--- src/rtl/lsu_ctrl.sv ---
// lsu_ctrl: load/store controller; aligns byte/half/word accesses, drives a
// req/ack data-memory port with timeout, and extends load results.
module lsu_ctrl #(
  parameter int TIMEOUT = 16
) (
  input  logic        clk,
  input  logic        rst_n,
  input  logic        mem_rden,
  input  logic        mem_wren,
  input  logic [2:0]  l_sel,
  input  logic [1:0]  s_sel,
  input  logic [31:0] addr,
  input  logic [31:0] wdata,
  output logic        dmem_req,
  output logic        dmem_we,
  output logic [31:0] dmem_addr,
  output logic [3:0]  dmem_be,
  output logic [31:0] dmem_wdata,
  input  logic        dmem_ack,
  input  logic [31:0] dmem_rdata,
  output logic        stall,
  output logic [31:0] ld_data,
  output logic        ld_valid,
  output logic        err
);
  typedef enum logic [1:0] {IDLE, REQ, DONE, ERR} state_t;
  localparam int CW = $clog2(TIMEOUT) + 1;
  state_t state, state_nx;
  logic [CW-1:0] cnt;
  logic [31:0] addr_r, wdata_r, sh, ext;
  logic [2:0] lsel_r;
  logic [1:0] ssel_r, sz_in, sz_r;
  logic we_r, start, bad;
  // access size code: 0 byte, 1 half, 2 word, 3 illegal select
  function automatic logic [1:0] size(input logic we, input logic [2:0] ls, input logic [1:0] ss);
    if (we) return ss == 2'd0 ? 2'd3 : ss - 2'd1;
    return (ls == 3'd1 || ls == 3'd3) ? 2'd0 :
           (ls == 3'd2 || ls == 3'd4) ? 2'd1 : ls == 3'd5 ? 2'd2 : 2'd3;
  endfunction
  assign start = state == IDLE && (mem_rden || mem_wren);
  assign sz_in = size(mem_wren, l_sel, s_sel);
  assign bad   = sz_in == 2'd3 || (sz_in == 2'd1 && addr[0]) || (sz_in == 2'd2 && addr[1:0] != 2'd0);
  assign sz_r  = size(we_r, lsel_r, ssel_r);
  assign sh    = dmem_rdata >> {addr_r[1:0], 3'b000};
  assign ext   = lsel_r == 3'd1 ? {{24{sh[7]}}, sh[7:0]} :
                 lsel_r == 3'd2 ? {{16{sh[15]}}, sh[15:0]} :
                 lsel_r == 3'd3 ? {24'd0, sh[7:0]} :
                 lsel_r == 3'd4 ? {16'd0, sh[15:0]} : sh;
  always_ff @(posedge clk or negedge rst_n)
    if (!rst_n) state <= IDLE;
    else state <= state_nx;
  always_ff @(posedge clk or negedge rst_n)
    if (!rst_n) begin
      cnt     <= '0;
      addr_r  <= '0;
      wdata_r <= '0;
      lsel_r  <= '0;
      ssel_r  <= '0;
      we_r    <= 1'b0;
      ld_data <= '0;
    end else begin
      if (start) begin
        addr_r  <= addr;
        wdata_r <= wdata;
        lsel_r  <= l_sel;
        ssel_r  <= s_sel;
        we_r    <= mem_wren;
      end
      cnt <= state == REQ ? cnt + 1'b1 : '0;
      if (state == REQ && dmem_ack && !we_r) ld_data <= ext;
    end
  always_comb begin
    state_nx = state;
    case (state)
      IDLE:    if (start) state_nx = bad ? ERR : REQ;
      REQ:     state_nx = dmem_ack ? DONE : cnt == CW'(TIMEOUT - 1) ? ERR : REQ;
      default: state_nx = IDLE;
    endcase
  end
  always_comb begin
    dmem_req   = state == REQ;
    dmem_we    = dmem_req && we_r;
    dmem_addr  = dmem_req ? {addr_r[31:2], 2'b00} : '0;
    dmem_be    = !dmem_req ? 4'd0 : sz_r == 2'd0 ? 4'b0001 << addr_r[1:0] :
                 sz_r == 2'd1 ? 4'b0011 << {addr_r[1], 1'b0} : 4'b1111;
    dmem_wdata = !dmem_req ? '0 : sz_r == 2'd0 ? {4{wdata_r[7:0]}} :
                 sz_r == 2'd1 ? {2{wdata_r[15:0]}} : wdata_r;
    stall      = rst_n && (start || dmem_req);
    ld_valid   = state == DONE && !we_r;
    err        = state == ERR;
  end
endmodule

--- config.mk ---
export PLATFORM = sky130hd
export DESIGN_NAME = lsu_ctrl
export DESIGN_NICKNAME = d
export VERILOG_FILES = /design/src/rtl/lsu_ctrl.sv
export SDC_FILE = /design/constraint.sdc
export NUM_CORES = 1
export LEC_CHECK = 0
export ABC_AREA = 1
export CORE_UTILIZATION = 38
export CTS_BUF_LIST = sky130_fd_sc_hd__clkbuf_16
export CTS_CLUSTER_SIZE = 40
export DETAILED_ROUTE_END_ITERATION = 12
export PLACE_DENSITY = 0.7
export SETUP_SLACK_MARGIN = 0.4
export SLEW_MARGIN = 20
export SYNTH_ARGS = -nofsm -noshare
export SYNTH_HDL_FRONTEND = slang
export SYNTH_SLANG_ARGS = --single-unit
--- constraint.sdc ---
create_clock -name clk -period 2.6 [get_ports clk]
set_input_delay 0.65 -clock clk [delete_from_list [all_inputs] [get_ports clk]]
set_output_delay 0.65 -clock clk [all_outputs]
set_load 0.1 [all_outputs]
Yosys cells after proc, flatten, opt, wreduce, memory -nomap -nowiden

Index checks and enable logic that the tools add are counted.

Input bits: 106
Bits in registers: 109

Reductions and logical operators: 22
Add/subtract/negate cells: 3
Shifts and indexed selects: 3
Equal/unequal tests: 19
Mux-type cells: 31

Operators by type and width:

| cell                | count |
|---|---|
| $mux 32             | 8 |
| $shr 32x5->32       | 1 |
| $mux 2              | 14 |
| $eq 3x2->1 const B  | 4 |
| $eq 3x3->1 const B  | 4 |
| $mux 4              | 3 |
| $eq 2x2->1 const B  | 4 |
| $logic_and 1x1->1   | 8 |
| $logic_not 2->1     | 4 |
| $logic_or 1x1->1    | 8 |
| $eq 2x1->1 const B  | 3 |
| $eq 3x1->1 const B  | 2 |
| $add 5x1->5 const B | 1 |
| $eq 5x4->1 const B  | 1 |
| $mux 5              | 1 |
| $mux 1              | 4 |
| $pmux 2 s2          | 1 |
| $shl 1x2->4 const A | 1 |
| $shl 2x2->4 const A | 1 |
| $sub 2x1->2 const B | 2 |
| $ne 2x2->1 const B  | 1 |
| $reduce_bool 2->1   | 1 |
| $logic_not 1->1     | 1 |

Longest topological paths before layout

Gate-level depths: netlist of the first run.

Depth after elaboration: 12
Depth in mapped cells: 9
Depth with buffers taken out: 9

Least setup slack after synthesis of the first run

No wires, ideal clock.

Path type: register -> output
Start: register state[1]
End: output port dmem_wdata[18]
Arrival time: 2.943 ns
Cell stages (with the launch flop): 7
Required time: 1.950 ns
Path buffers: 1
Setup slack: -0.993 ns
Cells stage by stage: dfrtp_1 -> nor2_4 -> inv_2 -> clkbuf_1 -> nor2_1 -> nand2_1 -> nand2_1

Longest elaborated chain between the ends: 2

RTL lines:

| element                | RTL line | source |
|---|---|---|
| from (decl)            | 28       | `state_t state, state_nx;` |
| from (signal assigned) | 51       | `else state <= state_nx;` |
| $eq 2x1->1             | 81       | `dmem_req = state == REQ;` |
| $mux 32                | 86       | `dmem_wdata = !dmem_req ? '0 : sz_r == 2'd0 ? {4{wdata_r[7:0]}} :` |
| to (decl)              | 18       | `output logic [31:0] dmem_wdata,` |

No other way between the ends.

Worst setup path in the final report of the first run

Start: register lsel_r[1]
End: output port dmem_wdata[11]

Longest elaborated chain between the ends: 8

RTL lines:

| element                                    | RTL line | source |
|---|---|---|
| from (decl)                                | 31       | `logic [2:0] lsel_r;` |
| from (signal assigned)                     | 65       | `lsel_r <= l_sel;` |
| $eq 3x3->1 or $eq 3x2->1 (tied branches)   | 38       | `(ls == 3'd2 \|\| ls == 3'd4) ? 2'd1 : ls == 3'd5 ? 2'd2 : 2'd3;` |
| $mux 1 or $logic_or 1x1->1 (tied branches) | 38       |  |
| $mux 2                                     | 38       |  |
| $mux 2 * (2 in a row)                      | 37       | `return (ls == 3'd1 \|\| ls == 3'd3) ? 2'd0 :` |
| $logic_not 2->1 *                          | 86       |  |
| $mux 32 * (2 in a row)                     | 86       |  |

Every way passes the cells marked *; elsewhere a longest branch is shown, timed or not.

==> flow_summary.yaml, run 1 <==
status:
  status: "complete, but fails checks"
  violations: "setup timing"
sta:
  slew_headroom_pct: 54.9
  fmax_ghz: 0.364
  fin_crit_ns: 2.75
  fin_crit_sh_pct: 106
  slew_viol_final: 0
  finalHoldViolCount: 0
  timing.final.ws_setup_ns: -0.147
  skew_ns: 0.00954
  finalSetupViolations: 22
  tightest_slew_ns: 0.677
  rsz0062_at_grt: "yes"
logic_synthesis:
  synth_ff_type: "dfrtp_1"
  synthTopCellsByArea: "dfrtp_1 48%, nand2_1 17%, nor2_1 6.6%, o21ai_0 5.0%, inv_1 4.3%"
  netlist-cell-type-count: 32
  yosysTopAreaCellShare_pct: 47.9
  synth_area_mm2: 0.00570
  ys_warn_count: 0
  synthCells: 777
  ys_seq_area_share_pct: 47.9
  synth_top_area_cell: "dfrtp_1"
  yosysMostFrequentCell: "nand2_1"
  avgSynthCellArea_um2: 7.33
  synth_edf_count: 0
  ys_ff_latch: 109
  ys_top_cells_by_count: "264 x nand2_1, 109 x dfrtp_1, 100 x nor2_1, 65 x inv_1, 57 x o21ai_0"
  async_flop_share_pct: 100
setup_path:
  end_kind: "output pin"
  crit_type: "register to output pin"
  arrival_ns: 2.10
  worstRegToRegCells: 9
  r2r_slack_ns: 0.61
  startpoint_type: "register"
  r2r-start: "state[0]"
  r2r_end: "wdata_r[2]"
  required_ns: 1.95
  crit_fanout: 5
cts:
  clock_latency_ns: 0.35
  cts.sinks: 109
  cts.clk_slew.worst_paths_ns: 0.08
  numCtsBuffers: 9
  cts_buffer_depth: 2
  cts_tree: "yes"
  hold_buffers: 0
  h-tree-depth: 3
  cts-root-buf: "clkbuf_16"
global_route:
  antenna_found_initial: 0
  grt_overflow_total: 0
  grt_usage_pct: 26.8
  grt_max_degree: 110
  grt_pass1_wl_um: 32800
  grt_pass1_vias: 6220
detailed_routing:
  firstDrtPassIters: 7
  wl_per_cell_um: 17.4
  route.detailed.drc: 0
  vias: 6286
  viasPerCell: 5.19
  routed_wirelength_um: 21100
  first_iter_violations: 494
  antenna_left: 0
die:
  die_width_um: 124
  rows: 44
  io-pin-count: 211
  core_mm2: 0.0146
  dieArea_mm2: 0.0155
  die_h_um: 124
  start_util_pct: 39.1
place:
  dp_hpwl_um: 13300
  place.gp.congestion: 0.894
  portBuffers: 208
final_layout:
  layout-drive-gt1-share_pct: 33.3
  insertedDiodeCount: 0
  final.fill_count: 1062
  syn2layout_area_growth_pct: 84.9
  fin_nets: 1132
  final_util_pct: 72.2
min_path:
  holdCritPathClass: "primary input to async pin"
flow_run:
  cap_violations: 0
## worst max-delay path, stage by stage (launching register included)
cell and delay, ns:
dfrtp_2 0.45, inv_2 0.09, nand2_2 0.07, nand2_2 0.08, nor2_2 0.06, nor2_4 0.14, buf_6 0.12, nand4_1 0.13
buf_4 0.19, a21oi_4 0.19, buf_12 0.20
## sequential cells by signal, summed over array words and instances, names as in the netlist
| name | count |
|---|---|
| addr_r | 32 |
| ld_data | 32 |
| wdata_r | 32 |
| cnt | 5 |
| lsel_r | 3 |
| ssel_r | 2 |
| state | 2 |
| we_r | 1 |
## layout by cell type, fill, tap and decap left out, types with 9 or more instances in the layout
master | synthesis | routed
nand2_1 | 264 | 230
dfrtp_1 | 109 | 106
clkdlybuf4s50_1 | 0 | 102
buf_12 | 0 | 82
buf_4 | 8 | 68
inv_1 | 65 | 54
nor2_4 | 2 | 53
o21ai_0 | 57 | 52
nor2_1 | 100 | 46
a21oi_1 | 36 | 26
nand4_1 | 23 | 23
nand2_2 | 3 | 19
nand3_1 | 29 | 19
nand2_8 | 0 | 12
a21oi_4 | 1 | 11
a22oi_1 | 11 | 11
inv_2 | 8 | 10
clkinvlp_4 | 0 | 10
clkbuf_16 | 0 | 10
buf_6 | 1 | 10
nand3_2 | 2 | 9
nand2_4 | 2 | 9
## final cells by class
| type | instances | area [µm²] | area share [%] |
|---|---|---|---|
| timing repair inverter | 2 | 50.0 | 0.475 |
| multi-input combinational | 554 | 3410 | 32.3 |
| inverter | 74 | 339 | 3.22 |
| timing repair buffer | 273 | 3510 | 33.3 |
| clock buffer | 9 | 225 | 2.14 |
| sequential | 109 | 2730 | 25.9 |
| tap | 184 | 230 | 2.19 |
| clock inverter | 7 | 42.5 | 0.404 |
## per-layer routing
metal	routed length, µm	up-vias	GRT usage (%)	part of all wire, %
li1	-	2968	-	-
met1	8440	2976	34.1	40
met2	10300	290	42.7	49
met3	1700	52	8.38	8.0
met4	639	0	9.64	3.0
met5	0	-	0	0
## worst max-delay path by stage
stage | from | end | slack [ns] | depth (start not counted)
6_report | lsel_r[1] | dmem_wdata[11] | -0.15 | 10
5_1_grt | lsel_r[0] | dmem_wdata[11] | -0.25 | 9
4_1_cts | lsel_r[1] | dmem_wdata[8] | -0.02 | 10
3_5_place_dp | mem_wren | addr_r[26] | 0.18 | 6
3_3_place_gp | lsel_r[1] | dmem_wdata[10] | 0.21 | 8
2_1_floorplan | state[0] | dmem_addr[31] | 0.15 | 5
## through the flow
stage          area [µm²]  setup WS (ns)  setup TNS (ns)  hold WS (ns)  instances
6_report            10500         -0.147           -1.01         0.398       1212
5_1_grt             10500         -0.253           -2.97         0.480       1212
4_1_cts             10300        -0.0226         -0.0320         0.459       1200
3_5_place_dp         9130          0.179               0         0.454       1147
3_3_place_gp         9130          0.212               0         0.451       1147
2_1_floorplan        6250          0.152               0         0.354        778
## cells by family (layout without fill, tap and decap cells)
logic type	count (synthesis)	count (layout)	share of synthesized area, %
AOI/OAI and AO/OA	119	119	11.7
other	1	2	0.0658
adders and majority gates	3	3	0.659
DFF	109	109	47.9
buffers and inverters	116	365	8.63
and+or+nand+nor	429	430	31.1
## repair_timing
item | in CTS | in global routing
pin swaps | 23 | 15
resized for setup | 127 | 21
endpoints found under the setup margin | 68 | 68
hold endpoints to repair | 0 | 0
gates cloned | 5 | 2
setup buffers | 32 | 10
Power of run 1 is not shown: default switching activity piles up to over one toggle a cycle in this logic, so the estimate is an artifact.
==> run 2: changes to the inputs <==
--- a/config.mk
+++ b/config.mk
@@ -5,7 +5,8 @@
 export SDC_FILE = /design/constraint.sdc
 export NUM_CORES = 1
 export LEC_CHECK = 0
-export ABC_AREA = 1
+export CORE_ASPECT_RATIO = 2
+export CORE_MARGIN = 4
 export CORE_UTILIZATION = 38
 export CTS_BUF_LIST = sky130_fd_sc_hd__clkbuf_16
 export CTS_CLUSTER_SIZE = 40
==> flow_summary.yaml, run 2 <==
die:
  rows: 64
  core_mm2: 0.0152
  start_util_pct: 38.6
  die_h_um: 184
  dieArea_mm2: 0.0176
  die_width_um: 95.9
  io-pin-count: 211
global_route:
  grt_use_met2_pct: 43.0
  grt_max_degree: 110
  use_met1_pct: 23.7
  grt_pass1_wl_um: 31200
  grt_overflow_total: 0
  grt_pass1_vias: 5815
  top_usage_layer: "met2"
  grt_usage_pct: 23.2
  antenna_found_initial: 3
  met3_usage_pct: 5.82
detailed_routing:
  wl_per_cell_um: 20.6
  route.detailed.drc: 0
  vias: 5503
  viasPerCell: 5.43
  first_iter_violations: 234
  antenna_left: 0
  routed_wirelength_um: 20800
  firstDrtPassIters: 6
sta:
  fmax_ghz: 0.380
  slew_headroom_pct: 43.8
  skew_ns: 0.00827
  finalSetupViolations: 10
  slew_viol_final: 0
  finalHoldViolCount: 0
  rsz0062_at_grt: "yes"
  fin_crit_sh_pct: 101
  tightest_slew_ns: 0.844
  fin_crit_ns: 2.63
  timing.final.ws_setup_ns: -0.0311
logic_synthesis:
  synthCells: 568
  synth_top_area_cell: "dfrtp_1"
  ys_top_cells_by_count: "109 x dfrtp_1, 77 x mux2_2, 47 x nand2_1, 47 x o21ai_0"
  synth_ff_type: "dfrtp_1"
  yosysMostFrequentCell: "dfrtp_1"
  avgSynthCellArea_um2: 10.3
  ys_seq_area_share_pct: 46.5
  yosysTopAreaCellShare_pct: 46.5
  async_flop_share_pct: 100
  synth_edf_count: 0
  synthTopCellsByArea: "dfrtp_1 46%, mux2_2 15%, mux2i_1 4.1%, o21ai_0 4.0%, and2_1 3.5%"
  ys_ff_latch: 109
  synth_area_mm2: 0.00587
  ys_warn_count: 0
  netlist-cell-type-count: 49
status:
  violations: "setup timing"
  status: "complete, but fails checks"
final_layout:
  syn2layout_area_growth_pct: 80.6
  layout-drive-gt1-share_pct: 48.2
  multi_input_area_mm2: 0.00375
  seq_area_mm2: 0.00274
  layoutNonFillerInstCount: 1013
  layout_commonest_cell: "clkdlybuf4s50_1"
  fin_nets: 916
  reg_top3: "addr_r (32), ld_data (32), wdata_r (32)"
  most-common-layout-cells: "102 x clkdlybuf4s50_1, 101 x dfrtp_1, 79 x buf_12"
  final.fill_count: 1086
cts:
  cts_buffer_depth: 2
  cts.clk_slew.worst_paths_ns: 0.08
  numCtsBuffers: 9
  cts_tree: "yes"
  clock_latency_ns: 0.35
  cts-root-buf: "clkbuf_16"
  h-tree-depth: 3
  hold_buffers: 0
  cts.sinks: 109
min_path:
  holdCritPathClass: "primary input to async pin"
setup_path:
  end_kind: "output pin"
  cp_common_cell: "buf_12"
  cp_slowest_stage_delay_ns: 0.43
  arrival_ns: 1.98
  startpoint_type: "register"
  crit_type: "register to output pin"
  required_ns: 1.95
  crit_fanout: 13
  crit_slowest_cell: "dfrtp_2"
  cp_cell_sequence: "xnor2_2 -> nor3_4 -> buf_12 -> nor2b_4 -> buf_12 -> mux2i_4 -> buf_12"
place:
  dp_cells: 948
  portBuffers: 208
  dp_hpwl_um: 14400
  place.gp.congestion: 0.945
flow_run:
  cap_violations: 0
## run 2: cell types whose count changed in the layout (fill, tap and decap cells not counted), moves of 10 or more
cell	change
nand3b_1	+10
mux2i_1	+16
nand3_1	-14
mux2_2	+77
inv_2	-10
nand4_1	-23
and2_4	+31
nor2_4	-53
nand2_2	-13
nor2_1	-17
nand2_1	-207
o21ai_1	+12
inv_1	-48
## run 2: path summary, 6_finish.rpt
kind | depth (start not counted) | from | to | slack, ns
max in group asynchronous | 2 | rst_n | ld_data[15] | 1.70
worst max register to register | 6 | addr_r[0] | ld_data[17] | 0.60
worst max-delay path | 7 | lsel_r[1] | dmem_wdata[23] | -0.03
worst min-delay path | 2 | rst_n | ld_data[7] | 0.37
min in group clk | 1 | cnt[0] | cnt[0] | 0.47
worst min register to register | 1 | cnt[0] | cnt[0] | 0.47
## run 2: repair_timing
action | 4_1_cts | 5_1_grt
buffers inserted | 28 | 10
hold endpoints to repair | 0 | 0
resized for setup | 88 | 30
gates cloned | 7 | 1
pin swaps | 44 | 20
endpoints found under the setup margin | 69 | 76
## run 2: kinds of logic (layout without fill, tap and decap cells)
group	Yosys count	count (layout)	share of synthesized area, %
other	1	5	0.0639
xor gates and xnor gates	4	4	0.597
and+or+nand+nor	151	151	13.8
buffers and inverters	58	300	4.50
muxes	103	103	19.5
AOI/OAI and AO/OA	139	140	14.4
DFF	109	109	46.5
adders and majority gates	3	3	0.640
## run 2: per-layer routing
layer  wire [µm]  part of all wire [%]
met2       11600                    56
met3        1460                   7.0
met5           0                     0
met4         857                   4.1
met1        6930                    33
## run 2: per-stage QoR
step	hold WS, ns	TNS [ns]	cell area [µm²]	utilization [%]	setup WS [ns]
after floorplan	0.354	0	6400	-	0.0199
after global placement	0.447	0	9310	61.2	0.159
after detailed placement	0.456	0	9310	61.2	0.123
after CTS	0.438	-0.351	10300	67.6	-0.0540
after global routing	0.454	-1.61	10600	69.7	-0.108
final	0.366	-0.180	10600	69.7	-0.0311
## run 2: area by class of cell
| cell class | instances | share of cell area (%) |
|---|---|---|
| antenna | 3 | 0.0708 |
| tap | 198 | 2.34 |
| multi-input combinational | 403 | 35.4 |
| clock buffer | 9 | 2.13 |
| sequential | 109 | 25.8 |
| clock inverter | 7 | 0.531 |
| inverter | 15 | 0.885 |
| timing repair buffer | 269 | 32.8 |
## run 2: worst max-delay path: cells and delay by family (launching register included)
kind	cells	cell delay (ns)
muxes	1	0.28
buffers and inverters	3	0.53
and+or+nand+nor	2	0.18
DFF	1	0.43
xor gates and xnor gates	1	0.20
Power of run 2 is left out for the same reason.
==> run 3: changes to the inputs <==
--- a/config.mk
+++ b/config.mk
@@ -5,7 +5,8 @@
 export SDC_FILE = /design/constraint.sdc
 export NUM_CORES = 1
 export LEC_CHECK = 0
-export CORE_ASPECT_RATIO = 2
+export CAP_MARGIN = 40
+export CORE_ASPECT_RATIO = 1.2
 export CORE_MARGIN = 4
 export CORE_UTILIZATION = 38
 export CTS_BUF_LIST = sky130_fd_sc_hd__clkbuf_16
==> constraint.sdc (replaced) <==
create_clock -name clk -period 2.9 [get_ports clk]
set_input_delay 0.725 -clock clk [delete_from_list [all_inputs] [get_ports clk]]
set_output_delay 0.725 -clock clk [all_outputs]
set_load 0.1 [all_outputs]
==> flow_summary.yaml, run 3 (same netlist as run 2, synthesis figures left out) <==
detailed_routing:
  wl_per_cell_um: 19.5
  route.detailed.drc: 0
  firstDrtPassIters: 4
  antenna_left: 0
  routed_wirelength_um: 19500
  viasPerCell: 5.29
  first_iter_violations: 466
  vias: 5285
sta:
  tightest_slew_ns: 0.850
  finalHoldViolCount: 0
  slew_headroom_pct: 42.9
  slew_viol_final: 0
  finalSetupViolations: 0
  fmax_ghz: 0.366
  rsz0062_at_grt: "yes"
  setup_tns_ns: 0
  skew_ns: 0.00586
  fin_crit_ns: 2.73
  fin_crit_sh_pct: 94.2
cts:
  clock_latency_ns: 0.35
  cts.sinks: 109
  cts-root-buf: "clkbuf_16"
  hold_buffers: 0
  h-tree-depth: 3
  numCtsBuffers: 9
  cts_buffer_depth: 2
  cts_tree: "yes"
  cts.clk_slew.worst_paths_ns: 0.07
status:
  status: "finished clean"
final_layout:
  layout_commonest_cell: "dfrtp_1"
  fin_nets: 899
  layout-drive-gt1-share_pct: 45.7
  most-common-layout-cells: "104 x dfrtp_1, 102 x clkdlybuf4s50_1, 77 x mux2_2, 77 x buf_12, 59 x buf_4"
  reg_top3: "addr_r (32), ld_data (32), wdata_r (32)"
  insertedDiodeCount: 0
  syn2layout_area_growth_pct: 71.7
place:
  dp_hpwl_um: 14000
  place.gp.congestion: 0.918
  portBuffers: 208
global_route:
  grt_pass1_wl_um: 29900
  grt_max_degree: 110
  grt_usage_pct: 21.9
  antenna_found_initial: 0
  grt_overflow_total: 0
  grt_pass1_vias: 5490
die:
  start_util_pct: 38.9
  io-pin-count: 211
  rows: 49
  dieArea_mm2: 0.0175
  die_width_um: 121
  die_h_um: 144
  core_mm2: 0.0151
setup_path:
  required_ns: 2.17
  crit_type: "register to output pin"
  end_kind: "output pin"
  arrival_ns: 2.01
  crit_fanout: 7
  startpoint_type: "register"
flow_run:
  cap_violations: 0
min_path:
  holdCritPathClass: "register to register"
-- run 3: cell types whose count changed in the layout (fill, tap and decap cells not counted), moves of 3 or more --
cell,previous run,this run
buf_4,64,59
and2_4,31,8
dfrtp_2,8,5
and2_2,0,23
dfrtp_1,101,104
diode_2,3,0
nand2_2,6,14
nand2_8,8,0
buf_16,7,0
-- run 3: layout make-up --
| cell class | instances | area (µm²) |
|---|---|---|
| fill | 1145 | 5000 |
| sequential | 109 | 2730 |
| clock buffer | 9 | 225 |
| inverter | 15 | 86.3 |
| timing repair buffer | 252 | 3150 |
| multi-input combinational | 403 | 3560 |
| clock inverter | 7 | 66.3 |
| tap | 204 | 255 |
-- run 3: final timing paths --
kind                                 from          end  slack [ns]  cells after the start
worst max register to register  addr_r[1]  ld_data[14]        0.77                      5
worst max-delay path                 we_r   dmem_be[0]        0.17                      7
min in group asynchronous           rst_n  ld_data[15]        0.53                      2
max in group asynchronous           rst_n         we_r        1.89                      2
worst min register to register     cnt[0]       cnt[0]        0.48                      1
worst min-delay path               cnt[0]       cnt[0]        0.48                      1
-- run 3: repair_timing --
action,4_1_cts,5_1_grt
resized for setup,60,35
pin swaps,27,16
buffers inserted,19,7
cloned,2,0
endpoints found under the setup margin,65,49
-- run 3: worst max-delay path: stages, from the launching register on --
cell and delay (ns):
dfrtp_2 0.48, nand3b_1 0.24, o21ai_4 0.10, buf_12 0.16, buf_6 0.11, a21o_1 0.20
a21oi_4 0.17, buf_12 0.20
-- run 3: layer usage --
metal	track usage, %	vias up	part of all wire (%)
li1	-	2455	-
met1	25.9	2586	38
met2	37.5	210	51
met3	7.08	34	8.5
met4	7.96	0	2.6
met5	0	-	0
-- run 3: through the flow --
step	hold slack [ns]	utilization (%)	instance area, µm²	cells	worst slack, ns
floorplan	0.429	-	6280	569	0.151
global placement	0.444	60.9	9180	954	0.297
detailed placement	0.457	60.9	9180	955	0.256
CTS	0.467	65.5	9880	992	0.154
global route	0.476	66.8	10100	999	0.0930
finish	0.476	66.8	10100	999	0.167
Power of run 3 is left out for the same reason.
==> RTL edit (settings of run 3) <==
Put a register stage on the output `err`, cleared by the reset. The value now appears one clock later. The other outputs are not delayed to match.
--- a/src/rtl/lsu_ctrl.sv
+++ b/src/rtl/lsu_ctrl.sv
@@ -25,6 +25,8 @@
 );
   typedef enum logic [1:0] {IDLE, REQ, DONE, ERR} state_t;
   localparam int CW = $clog2(TIMEOUT) + 1;
+
+  logic err_d;
   state_t state, state_nx;
   logic [CW-1:0] cnt;
   logic [31:0] addr_r, wdata_r, sh, ext;
@@ -87,7 +89,15 @@
                  sz_r == 2'd1 ? {2{wdata_r[15:0]}} : wdata_r;
     stall      = rst_n && (start || dmem_req);
     ld_valid   = state == DONE && !we_r;
-    err        = state == ERR;
+    err_d      = state == ERR;
   end
+  always_ff @(posedge clk or negedge rst_n) begin
+    if (!rst_n) begin
+      err <= '0;
+    end else begin
+      err <= err_d;
+    end
+  end
+
 endmodule
 
Behaviour: not the same (Yosys sat finds a counterexample within 4 cycles, from zero or initial values and one cycle with rst_n low).
==> RTL edit against run 3 <==
Wire length grew 0.23%; worst setup slack lost 0.075 ns; fmax shrank 2.7%; synthesized area shrank 0.51%; count of clock-buffer cells in the layout is the same; sequential cell count grew 1; first-iteration DRC count shrank 37%; synthesized cell count shrank 0.18%; cell area shrank 1.9%; sequential share of layout area grew 0.77 points; global-route usage grew 0.64 points; die area shrank 0.48%.
Power is left out: the tool's default activity adds up to more than one toggle a clock period on the data nets, which glitch-free logic cannot reach.
==> RTL edit: results (changes against run 3) <==
run_status:
  outcome: "finished clean"
critical_path:
  crit_fanout: 6  # -1
  crit_arrival_ns: 2.08  # +0.07 ns
synthesis:
  synth_top_flop_cell: "dfrtp_1"
  synth_area_leaders: "dfrtp_1, mux2_2, o21ai_0"
  synth_cells: 567  # -0.18%
  yosysSeqAreaShare_pct: 47.15  # +0.67 points
  async_flop_share_pct: 100.0  # unchanged
  synth-xor-area-share_pct: 0.6001  # +0.0031 points
  ys.warnings.count: 0  # unchanged
  ys_types: 51  # +4.1%
  synth-compound-area-share_pct: 15.67  # +1.3 points
  synthMuxAreaShare_pct: 17.79  # -1.7 points
  synthAdderAreaFrac_pct: 0.6429  # +0.0033 points
  yosysTopAreaCellShare_pct: 47.15  # +0.67 points
  synth_common_cells: "dfrtp_1, mux2_2, nand2_1, o21ai_0, and2_1"
placement:
  pre_cts_slack_ns: 0.2720  # +0.01564 ns
  placed_area_um2: 9069  # -1.2%
  gp_congestion: 0.8696  # -5.3%
  io_buffers: 208  # unchanged
  dp.cells: 957  # +0.21%
  dp_hpwl_mm: 14.37  # +2.8%
route:
  via_per_inst: 5.375  # +1.6%
  drt-pass1-iter-count: 9  # +5
  avgRoutedWirePerCell_um: 19.77  # +1.4%
  drt_iter0_markers: 293  # -37%
  via_count: 5305  # +0.38%
grt:
  grt_max_degree: 72  # -35%
  grtUsageTotal_pct: 22.59  # +0.64 points
  grt_pass1_wl_mm: 30.75  # +2.7%
  antenna_found_initial: 0  # unchanged
  grt_pass1_vias: 5704  # +3.9%
min_path:
  hp-class: "reg -> reg"
clocking:
  clkTransAtPathRegs_ns: 0.07  # about the same
  cts.htree.levels: 3  # unchanged
  cts_buffers: 9  # unchanged
  max-clock-path-buffers: 2  # unchanged
  cts-root-buf: "clkbuf_16"
  worstSkewPairLatency_ns: 0.36
cells_and_area:
  reg_top3: "addr_r x32, ld_data x32, wdata_r x32"
  drive_gt1_share_pct: 39.85  # -5.8 points
  fillCellCount: 1135  # -0.87%
  antenna_cells: 0  # unchanged
  nets: 888  # -1.2%
sta:
  finClkSkew_ns: 0.008630  # +0.002765 ns
  worst_pin_slew_ns: 0.8736  # +0.02350 ns
RTL edit: changes by cell type in the layout (fill, tap and decap cells not counted), moves of 6 or more:
cell        before  now
clkinvlp_4       9    2
buf_4           59   52
nand3_2          0    8
and2_1           2   32
and2_4           8    1
buf_6           11    5
inv_1            8   14
nand3b_1        10    1
nand2_2         14    6
and2_2          23    1
mux2i_4          8    0
RTL edit: path summary, 6_finish.rpt:
path                            from           to  slack, ns  cells past startpoint
setup / recovery           lsel_r[2]   dmem_be[2]       0.09                      7
setup reg to reg           addr_r[0]  ld_data[25]       0.67                      4
hold / removal                cnt[0]       cnt[0]       0.46                      1
max in group asynchronous      rst_n  ld_data[28]       1.43                      4
min in group asynchronous      rst_n         we_r       0.49                      2
hold reg to reg               cnt[0]       cnt[0]       0.46                      1
RTL edit: through the flow:
| stage | utilization (%) | hold slack [ns] |
|---|---|---|
| 3_3_place_gp | 60.34 | 0.4428 |
| 3_5_place_dp | 60.37 | 0.4515 |
| 2_1_floorplan | - | 0.4294 |
| 4_1_cts | 65.01 | 0.4622 |
| 6_report | 65.85 | 0.4574 |
| 5_1_grt | 65.85 | 0.5007 |
RTL edit: timing repair:
action / 4_1_cts / 5_1_grt
endpoints found under the hold margin: 0 / 0
endpoints found under the setup margin: 43 / 66
gates cloned: 3 / 0
resized for setup: 65 / 21
buffers inserted: 9 / 2
pin swaps: 29 / 9
RTL edit: cells by family (layout without fill, tap and decap cells):
| family | after synthesis | count (layout) |
|---|---|---|
| buffers and inverters | 57 | 271 |
| other | 1 | 2 |
| AOI/OAI and AO/OA | 147 | 148 |
| DFF | 110 | 110 |
| muxes | 93 | 93 |
| adders and majority gates | 3 | 3 |
| xor gates and xnor gates | 4 | 4 |
| and+or+nand+nor | 152 | 152 |
RTL edit: worst max-delay path, stage by stage (launching register included):
cell and delay (ns):
dfrtp_2 0.45, buf_6 0.14, nor3b_4 0.26, buf_6 0.16
a21o_4 0.19, a21boi_2 0.09, o21a_4 0.26, buf_12 0.16
RTL edit: final cells by class:
cell class,count,share of cell area [%]
repair buffers,241,31.28
clock buffers,9,2.277
flip-flops and latches,110,27.89
inverters,15,0.5693
well taps,204,2.581
multi-input cells,402,34.67
clock inverters,6,0.7211
RTL edit: per-layer routing:
| layer | track usage (%) | vias to the layer above | wire length [µm] |
|---|---|---|---|
| met4 | 7.788 | 0 | 426 |
| met3 | 8.346 | 27 | 1935 |
| li1 | - | 2428 | - |
| met5 | 0 | - | 0 |
| met1 | 25.22 | 2637 | 6995 |
| met2 | 39.78 | 213 | 10160 |
